==> src/rtl/hs_pkg.sv <==
`default_nettype none
// ============================================================================
// Module      : hs_pkg
// Description : Shared definitions for the handshake source arbiter: FSM
//               state encoding and the default data word width.
// Revision    : 1.0 - initial release
// ============================================================================
package hs_pkg;

    // Default data word width; must match the Handshake_syn instance.
    localparam int unsigned DEF_WIDTH = 8;

    // Source-side transfer states, explicitly encoded.
    typedef enum logic [1:0] {
        IDLE      = 2'd0,
        ISSUE     = 2'd1,
        WAIT_LOW  = 2'd2,
        WAIT_HIGH = 2'd3
    } state_t;

endpackage : hs_pkg
`default_nettype wire

==> src/rtl/rr_arbiter.sv <==
`default_nettype none
// ============================================================================
// Module      : rr_arbiter
// Description : Combinational rotate-priority selector. The search starts at
//               last_id+1 and wraps, so the most recent winner has the lowest
//               priority on the next pick.
// Revision    : 1.0 - initial release
// ============================================================================
module rr_arbiter #(
    parameter int NREQ = 4,
    parameter int IDW  = $clog2(NREQ)
) (
    input  logic [NREQ-1:0] req,
    input  logic [IDW-1:0]  last_id,
    output logic [NREQ-1:0] winner,
    output logic [IDW-1:0]  winner_id,
    output logic            any
);

    logic [IDW-1:0] w_idx;

    // Walk the search order backwards so the nearest pending requester after
    // last_id is the one left standing.
    always_comb begin
        winner    = '0;
        winner_id = last_id;
        any       = 1'b0;
        w_idx     = '0;
        for (int k = NREQ; k >= 1; k--) begin
            w_idx = IDW'((int'(last_id) + k) % NREQ);
            if (req[w_idx]) begin
                winner        = '0;
                winner[w_idx] = 1'b1;
                winner_id     = w_idx;
                any           = 1'b1;
            end
        end
    end

endmodule : rr_arbiter
`default_nettype wire

==> src/rtl/handshake_src_arbiter.sv <==
`default_nettype none
// ============================================================================
// Module      : handshake_src_arbiter
// Description : Shares one Handshake_syn instance between NREQ requesters.
//               One word is accepted by round-robin, launched with a single
//               sready pulse and held on din until the synchronizer reports
//               idle again; only then can the next word be accepted.
// Revision    : 1.0 - initial release
// ============================================================================
module handshake_src_arbiter
    import hs_pkg::*;
#(
    parameter int WIDTH = DEF_WIDTH,
    parameter int NREQ  = 4,
    parameter int CNTW  = 16,
    parameter int IDW   = $clog2(NREQ)
) (
    input  logic                  clk,
    input  logic                  rst_n,
    input  logic [NREQ-1:0]       req_valid,
    input  logic [NREQ*WIDTH-1:0] req_data,
    output logic [NREQ-1:0]       req_ready,
    output logic [NREQ-1:0]       req_done,
    output logic                  sready,
    output logic [WIDTH-1:0]      din,
    input  logic                  sidle,
    output logic [IDW-1:0]        grant_id,
    output logic                  busy,
    output logic [CNTW-1:0]       xfer_cnt
);

    state_t          r_state;
    state_t          w_state_nxt;
    logic [NREQ-1:0] w_win;
    logic [IDW-1:0]  w_win_id;
    logic            w_any;
    logic            w_accept;
    logic            w_complete;
    logic [NREQ-1:0] w_done_nxt;

    rr_arbiter #(
        .NREQ (NREQ),
        .IDW  (IDW)
    ) u_rr (
        .req       (req_valid),
        .last_id   (grant_id),
        .winner    (w_win),
        .winner_id (w_win_id),
        .any       (w_any)
    );

    // A word is taken only from IDLE with the synchronizer idle; completion is
    // the synchronizer returning to idle after it has gone busy.
    assign w_accept   = (r_state == IDLE) && sidle && w_any;
    assign w_complete = (r_state == WAIT_HIGH) && sidle;
    assign req_ready  = ((r_state == IDLE) && sidle) ? w_win : '0;
    assign busy       = (r_state != IDLE);

    // Next-state logic for the single-transfer-in-flight sequence.
    always_comb begin
        w_state_nxt = r_state;
        case (r_state)
            IDLE:      if (w_accept) w_state_nxt = ISSUE;
            ISSUE:     w_state_nxt = WAIT_LOW;
            WAIT_LOW:  if (!sidle)   w_state_nxt = WAIT_HIGH;
            WAIT_HIGH: if (sidle)    w_state_nxt = IDLE;
            default:   w_state_nxt = IDLE;
        endcase
    end

    // Completion strobe goes back to whoever owns the finished transfer.
    always_comb begin
        w_done_nxt = '0;
        if (w_complete) begin
            w_done_nxt[grant_id] = 1'b1;
        end
    end

    // State, launch pulse, held word, owner id, completion pulse and counter.
    always_ff @(posedge clk or negedge rst_n) begin
        if (!rst_n) begin
            r_state  <= IDLE;
            sready   <= 1'b0;
            din      <= '0;
            grant_id <= IDW'(NREQ - 1);
            req_done <= '0;
            xfer_cnt <= '0;
        end else begin
            r_state  <= w_state_nxt;
            sready   <= w_accept;
            req_done <= w_done_nxt;
            if (w_accept) begin
                din      <= req_data[w_win_id*WIDTH +: WIDTH];
                grant_id <= w_win_id;
            end
            if (w_complete) begin
                xfer_cnt <= xfer_cnt + CNTW'(1);
            end
        end
    end

endmodule : handshake_src_arbiter
`default_nettype wire

==> config.mk <==
export PLATFORM = sky130hd
export DESIGN_NAME = handshake_src_arbiter
export DESIGN_NICKNAME = d
export VERILOG_FILES = /design/src/rtl/hs_pkg.sv /design/src/rtl/rr_arbiter.sv /design/src/rtl/handshake_src_arbiter.sv
export SDC_FILE = /design/constraint.sdc
export NUM_CORES = 1
export LEC_CHECK = 0
export BUFFER_PORTS_ARGS = -buffer_cell sky130_fd_sc_hd__buf_2
export CORE_MARGIN = 1
export CORE_UTILIZATION = 40
export DETAILED_ROUTE_END_ITERATION = 8
export GPL_TIMING_DRIVEN = 0
export PLACE_DENSITY = 0.67
export SLEW_MARGIN = 20
export SYNTH_ARGS = -nofsm -noshare
export SYNTH_HDL_FRONTEND = slang
export SYNTH_SLANG_ARGS = --single-unit
==> constraint.sdc <==
create_clock -name clk -period 3.21 [get_ports clk]
set_input_delay 0.4815 -clock clk [delete_from_list [all_inputs] [get_ports clk]]
set_output_delay 0.4815 -clock clk [all_outputs]
set_load 0.01 [all_outputs]
==> flow_summary.toml, run 1 <==
[timing]
skew_ns = 0.00637
finalWorstSetupSlack_ns = 0.127
drv_slew = 0
period_minus_slack_ns = 3.08
rsz0062_at_grt = "false"
holdWs_ns = 0.252
setup_tns_ns = 0
slew_headroom_pct = 52.3
tightest_slew_ns = 0.715
hold_viol = 0
max_freq_mhz = 324
finalSetupViolCount = 0
post-route-period-util_pct = 96.0

[routing]
wl_per_cell_um = 13.3
met1Wirelength_mm = 1.89
first_iter_violations = 84
num_vias = 1685
ant_nets = 0
drcViolationCount = 0
vias_per_cell = 5.08
wl_met2_mm = 2.12
dr_wl_met3_um = 364
drt_wl_total_mm = 4.42
dr.max_layer_used = "met4"
drtPass1Iterations = 4

[clocking]
clock_latency_ns = 0.28
cts_buffer_depth = 2
cts_tree = "yes"
cts_sinks = 33
htreeDepth = 2
holdBufCountCts = 0
cts_root_buf = "clkbuf_8"
numCtsBuffers = 5
clk_pin_slew_ns = 0.07

[synthesis]
synthAdderAreaFrac_pct = 7.32
synth_area_um2 = 2050
yosys-top-cells-area = "dfrtp_1 (38%), mux2i_1 (8.8%), ha_1 (7.3%)"
seq_area_frac_synth_pct = 40.4
synthXorXnorAreaFrac_pct = 8.18
synthMuxAreaShare_pct = 14.3
synth_top_area_share_pct = 37.8
syn_inst = 178
synthSimpleGateAreaFrac_pct = 13.6
synth-compound-area-share_pct = 11.3
ys_ff_latch = 33
synth_cell_types = 39
syn_avg_cell_area_um2 = 11.5
syn_nets = 229
synth_top_family_by_area = "multiplexers"
synth_largest_area_cell = "dfrtp_1"
yosysWarnings = 0

[grt]
grt_pass1_wl_mm = 6.68
antenna_found_initial = 0
grt_pass1_vias = 1468
grt_use_total_pct = 16.3
grt_overflow = 0
grt_max_degree = 34

[floorplanning]
start_util_pct = 42.6
dieWidth_um = 73.6
die_area_um2 = 5420
die_h_um = 73.6
io_pins = 75
core_area_um2 = 4820
row_count = 25

[critical_path]
worstPathRequired_ns = 2.73
worstRegToRegCells = 11
path_max_fanout = 9
arrival_ns = 2.60
critPathLaunchType = "register"
cp-end-kind = "output port"
crit_start = "grant_id[0]"
r2r_setup_slack_ns = 0.26
reg2reg_from = "grant_id[0]"
crit_path_max_incr_delay_ns = 0.54
slowest_stage = "dfstp_2"
criticalPathCategory = "register to output port"
r2r-end = "din[6]"
crit_chain = "buf_6 -> inv_1 -> ha_4 -> mux4_2 -> buf_4 -> a221oi_1 -> a211o_1 -> a21oi_1 -> buf_2"

[cells_and_area]
layout_common_cells = "buf_2 (74), dfrtp_1 (31), mux2i_1 (18), xnor2_1 (14), nor2_1 (13)"
final_common_cell = "buf_2"
nNetsFinal = 315
drive_gt1_share_pct = 41.5
num-fill-cells = 444
antennaDiodeCount = 0
regArea_um2 = 828
area_growth_pct = 30.6
final_area_um2 = 2680
multi_input_area_um2 = 1140

[place]
dp_slack_ns = 0.0922
port_buffers = 74
gp_congestion = 0.812
placed_area_um2 = 2500
hpwlAfterDp_mm = 3.32

[hold_path]
hold_path.class = "input pin to asynchronous set/reset pin"

[power_and_ir_drop]
power_density_nw_per_um2 = 985
p_leak_uw = 0.00134
power_uw = 2640
vdd_drop_max_v = 0.000451

[run]
max_cap_viol_count = 0

[status]
status = "complete, no violations"
power breakdown:
part           leakage [uW]  internal (uW)  total (uW)  switching [uW]
clock             0.0000585            253         396             143
combinational      0.000859            784        1610             825
sequential         0.000418            545         634            89.6
worst max path at each step:
stage | endpoint | slack, ns | cells past startpoint
after floorplan | req_ready[0] | 0.31 | 8
after global placement | req_ready[3] | 0.09 | 9
after detailed placement | req_ready[2] | 0.09 | 9
after CTS | req_ready[3] | 0.08 | 9
after global routing | req_ready[3] | 0.01 | 9
final | req_ready[1] | 0.13 | 9
worst max-delay path: cells and delay by family (launching register included):
| family | cells | cell delay, ns |
|---|---|---|
| muxes | 1 | 0.34 |
| DFF | 1 | 0.54 |
| AOI/OAI and AO/OA | 3 | 0.51 |
| adders and majority gates | 1 | 0.31 |
| buffers and inverters | 4 | 0.61 |
cell type report:
type | count | share of cell area [%]
multi-input cells | 129 | 42.6
flip-flops and latches | 33 | 30.9
repair buffers | 79 | 15.2
clock buffers | 7 | 3.22
well taps | 67 | 3.13
inverters | 11 | 1.91
plain buffers | 5 | 1.82
clock inverters | 1 | 1.12
registers in the layout, indices dropped and copies added, names as in the netlist:
register	count
grant_id	2
xfer_cnt	16
sready	1
req_done	4
r_state	2
din	8
per-layer routing:
metal  vias to the layer above  GRT usage [%]
met2                        82           28.8
met5                         -              0
li1                        824              -
met1                       773           19.4
met3                         6           4.39
met4                         0           4.70
through the flow:
step | std cells | utilization (%)
after floorplan | 178 | -
after global placement | 319 | 52.0
after detailed placement | 319 | 52.0
after CTS | 330 | 55.0
after global routing | 332 | 55.6
final | 332 | 55.6
cell families (layout without fill, tap and decap cells):
kind of cell               count (synthesis)  count (layout)
xor gates and xnor gates                  17              17
buffers and inverters                     16             103
AOI/OAI and AO/OA                         26              26
muxes                                     24              24
adders and majority gates                 12              12
and+or+nand+nor                           50              50
DFF                                       33              33
repair_timing:
action,CTS,global route
endpoints found under the setup margin,4,4
endpoints found under the hold margin,0,0
gates resized for setup,2,1
buffers inserted,3,2
cell usage after synthesis (all sizes together):
master,count
a211o,4
a211oi,1
a21o,1
a21oi,6
a221oi,13
and2,1
and3,6
and4,1
buf,4
clkbuf,1
clkinv,1
dfrtp,31
dfstp,2
ha,12
inv,10
mux2,2
mux2i,18
mux4,4
nand2,11
nand3,4
nand4,5
nor2,15
nor2b,3
nor3,2
nor4,1
o22a,1
or2,1
xnor2,15
xor2,2
Power figures use the tool's default switching activity.
==> run 2, diff against run 1 <==
Settings changed: CELL_PAD_IN_SITES_DETAIL_PLACEMENT from default to 0, CELL_PAD_IN_SITES_GLOBAL_PLACEMENT from default to 1, CORE_ASPECT_RATIO from default to 1.1, CORE_UTILIZATION 40 to 38, MAX_ROUTING_LAYER from default to met4, PLACE_DENSITY 0.67 to default, PLACE_DENSITY_LB_ADDON from default to 0.1.
==> flow_summary.toml, run 2 (synthesized netlist as in run 1, its figures left out) <==
[status]
status = "complete, no violations"

[timing]
finalSetupViolCount = 0
post-route-period-util_pct = 95.8
skew_ns = 0.00612
slew_headroom_pct = 51.0
drv_slew = 0
rsz0062_at_grt = "false"
hold_viol = 0
tightest_slew_ns = 0.735
max_freq_mhz = 325
holdWs_ns = 0.256
period_minus_slack_ns = 3.07
setup_tns_ns = 0

[clocking]
htreeDepth = 2
numCtsBuffers = 5
clk_pin_slew_ns = 0.07
clock_latency_ns = 0.28
cts_root_buf = "clkbuf_8"
cts_sinks = 33
holdBufCountCts = 0
cts_buffer_depth = 2
cts_tree = "yes"

[routing]
drtPass1Iterations = 4
first_iter_violations = 43
vias_per_cell = 4.84
drt_wl_total_mm = 4.61
drcViolationCount = 0
num_vias = 1637
wl_per_cell_um = 13.6
ant_nets = 0

[floorplanning]
io_pins = 75
die_area_um2 = 5690
start_util_pct = 40.2
core_area_um2 = 5100
dieWidth_um = 72.0
row_count = 27
die_h_um = 79.0

[cells_and_area]
multi_input_area_um2 = 1150
largest_reg_flops = 16
final_common_cell = "buf_2"
nNetsFinal = 316
reg_top3 = "xfer_cnt x16, din x8, req_done x4"
fin_util_pct = 52.6
drive_gt1_share_pct = 42.9
num-fill-cells = 489
fin_cells = 338
regArea_um2 = 828
layout_common_cells = "buf_2 (74), dfrtp_1 (31), mux2i_1 (18), xnor2_1 (14), nor2_1 (13)"
antennaDiodeCount = 0
final_area_um2 = 2680
area_growth_pct = 30.9
top_register = "xfer_cnt"

[place]
dp.cells = 324
gp_congestion = 0.793
port_buffers = 74
hpwlAfterDp_mm = 3.33
placed_area_um2 = 2510

[power_and_ir_drop]
p_leak_uw = 0.00133
power_density_nw_per_um2 = 963
vdd_drop_max_v = 0.000617

[hold_path]
hold_path.class = "input pin to asynchronous set/reset pin"

[grt]
grt_max_degree = 34
grt_pass1_wl_mm = 7.38
grt_use_total_pct = 17.4
grt_pass1_vias = 1459
antenna_found_initial = 0
grt_overflow = 0

[critical_path]
worstPathRequired_ns = 2.73
path_max_fanout = 4
reg2reg_from = "grant_id[0]"
cp-end-kind = "output port"
critPathLaunchType = "register"
crit_start = "grant_id[0]"
arrival_ns = 2.59
r2r_setup_slack_ns = 0.44
criticalPathCategory = "register to output port"

[run]
max_cap_viol_count = 0
## run 2: cell types whose count changed in the layout (fill, tap and decap cells not counted)
cell / change
inv_1: -1
bufinv_16: -1
a221oi_1: -2
clkinv_2: +2
buf_4: +1
clkinvlp_4: +1
buf_12: +1
clkbuf_8: -1
a221oi_2: +2
buf_6: -1
## run 2: area by class of cell
cell class / count / share of cell area [%]
Clock inverter: 2 / 0.373
Timing Repair Buffer: 80 / 15.5
Multi-Input combinational cell: 129 / 43.0
Inverter: 11 / 2.05
Sequential cell: 33 / 30.9
Tap cell: 72 / 3.36
Clock buffer: 6 / 2.70
Buffer: 5 / 2.14
## run 2: repair_timing
item,CTS,global route
buffers inserted,2,4
endpoints found under the setup margin,4,4
resized for setup,2,6
## run 2: through the flow
step                      power, uW  setup WS (ns)
final                          2590          0.135
after CTS                      2510         0.0383
after floorplan                1820          0.308
after global placement         2160         0.0394
after global routing           2800         0.0202
after detailed placement       2170         0.0682
## run 2: path summary, 6_finish.rpt
kind                                      to  depth (start not counted)
max in group asynchronous        req_done[2]                          1
worst max-delay path            req_ready[1]                          9
worst min-delay path            xfer_cnt[10]                          1
min in group clk                xfer_cnt[15]                          1
worst min register to register  xfer_cnt[15]                          1
worst max register to register        din[6]                         10
## run 2: critical path, cell delays in order, from the launching register on
cell and delay [ns]:
dfstp_2 0.58, buf_12 0.12, clkinvlp_4 0.12, ha_4 0.30, mux4_2 0.34, nor2b_4 0.19
a221oi_1 0.09, a211o_1 0.28, a21oi_1 0.15, buf_2 0.15
## run 2: routing by layer
metal	global-route usage, %	up-vias	share of wire, %
li1	-	815	-
met1	23.7	773	47
met2	25.8	46	48
met3	3.93	3	4.5
met4	5.29	0	0.67
met5	-	-	0
## run 2: power breakdown
group / switching [uW] / internal, uW / total [uW]
clock network: 147 / 150 / 297
logic: 839 / 808 / 1650
registers: 95.6 / 545 / 641
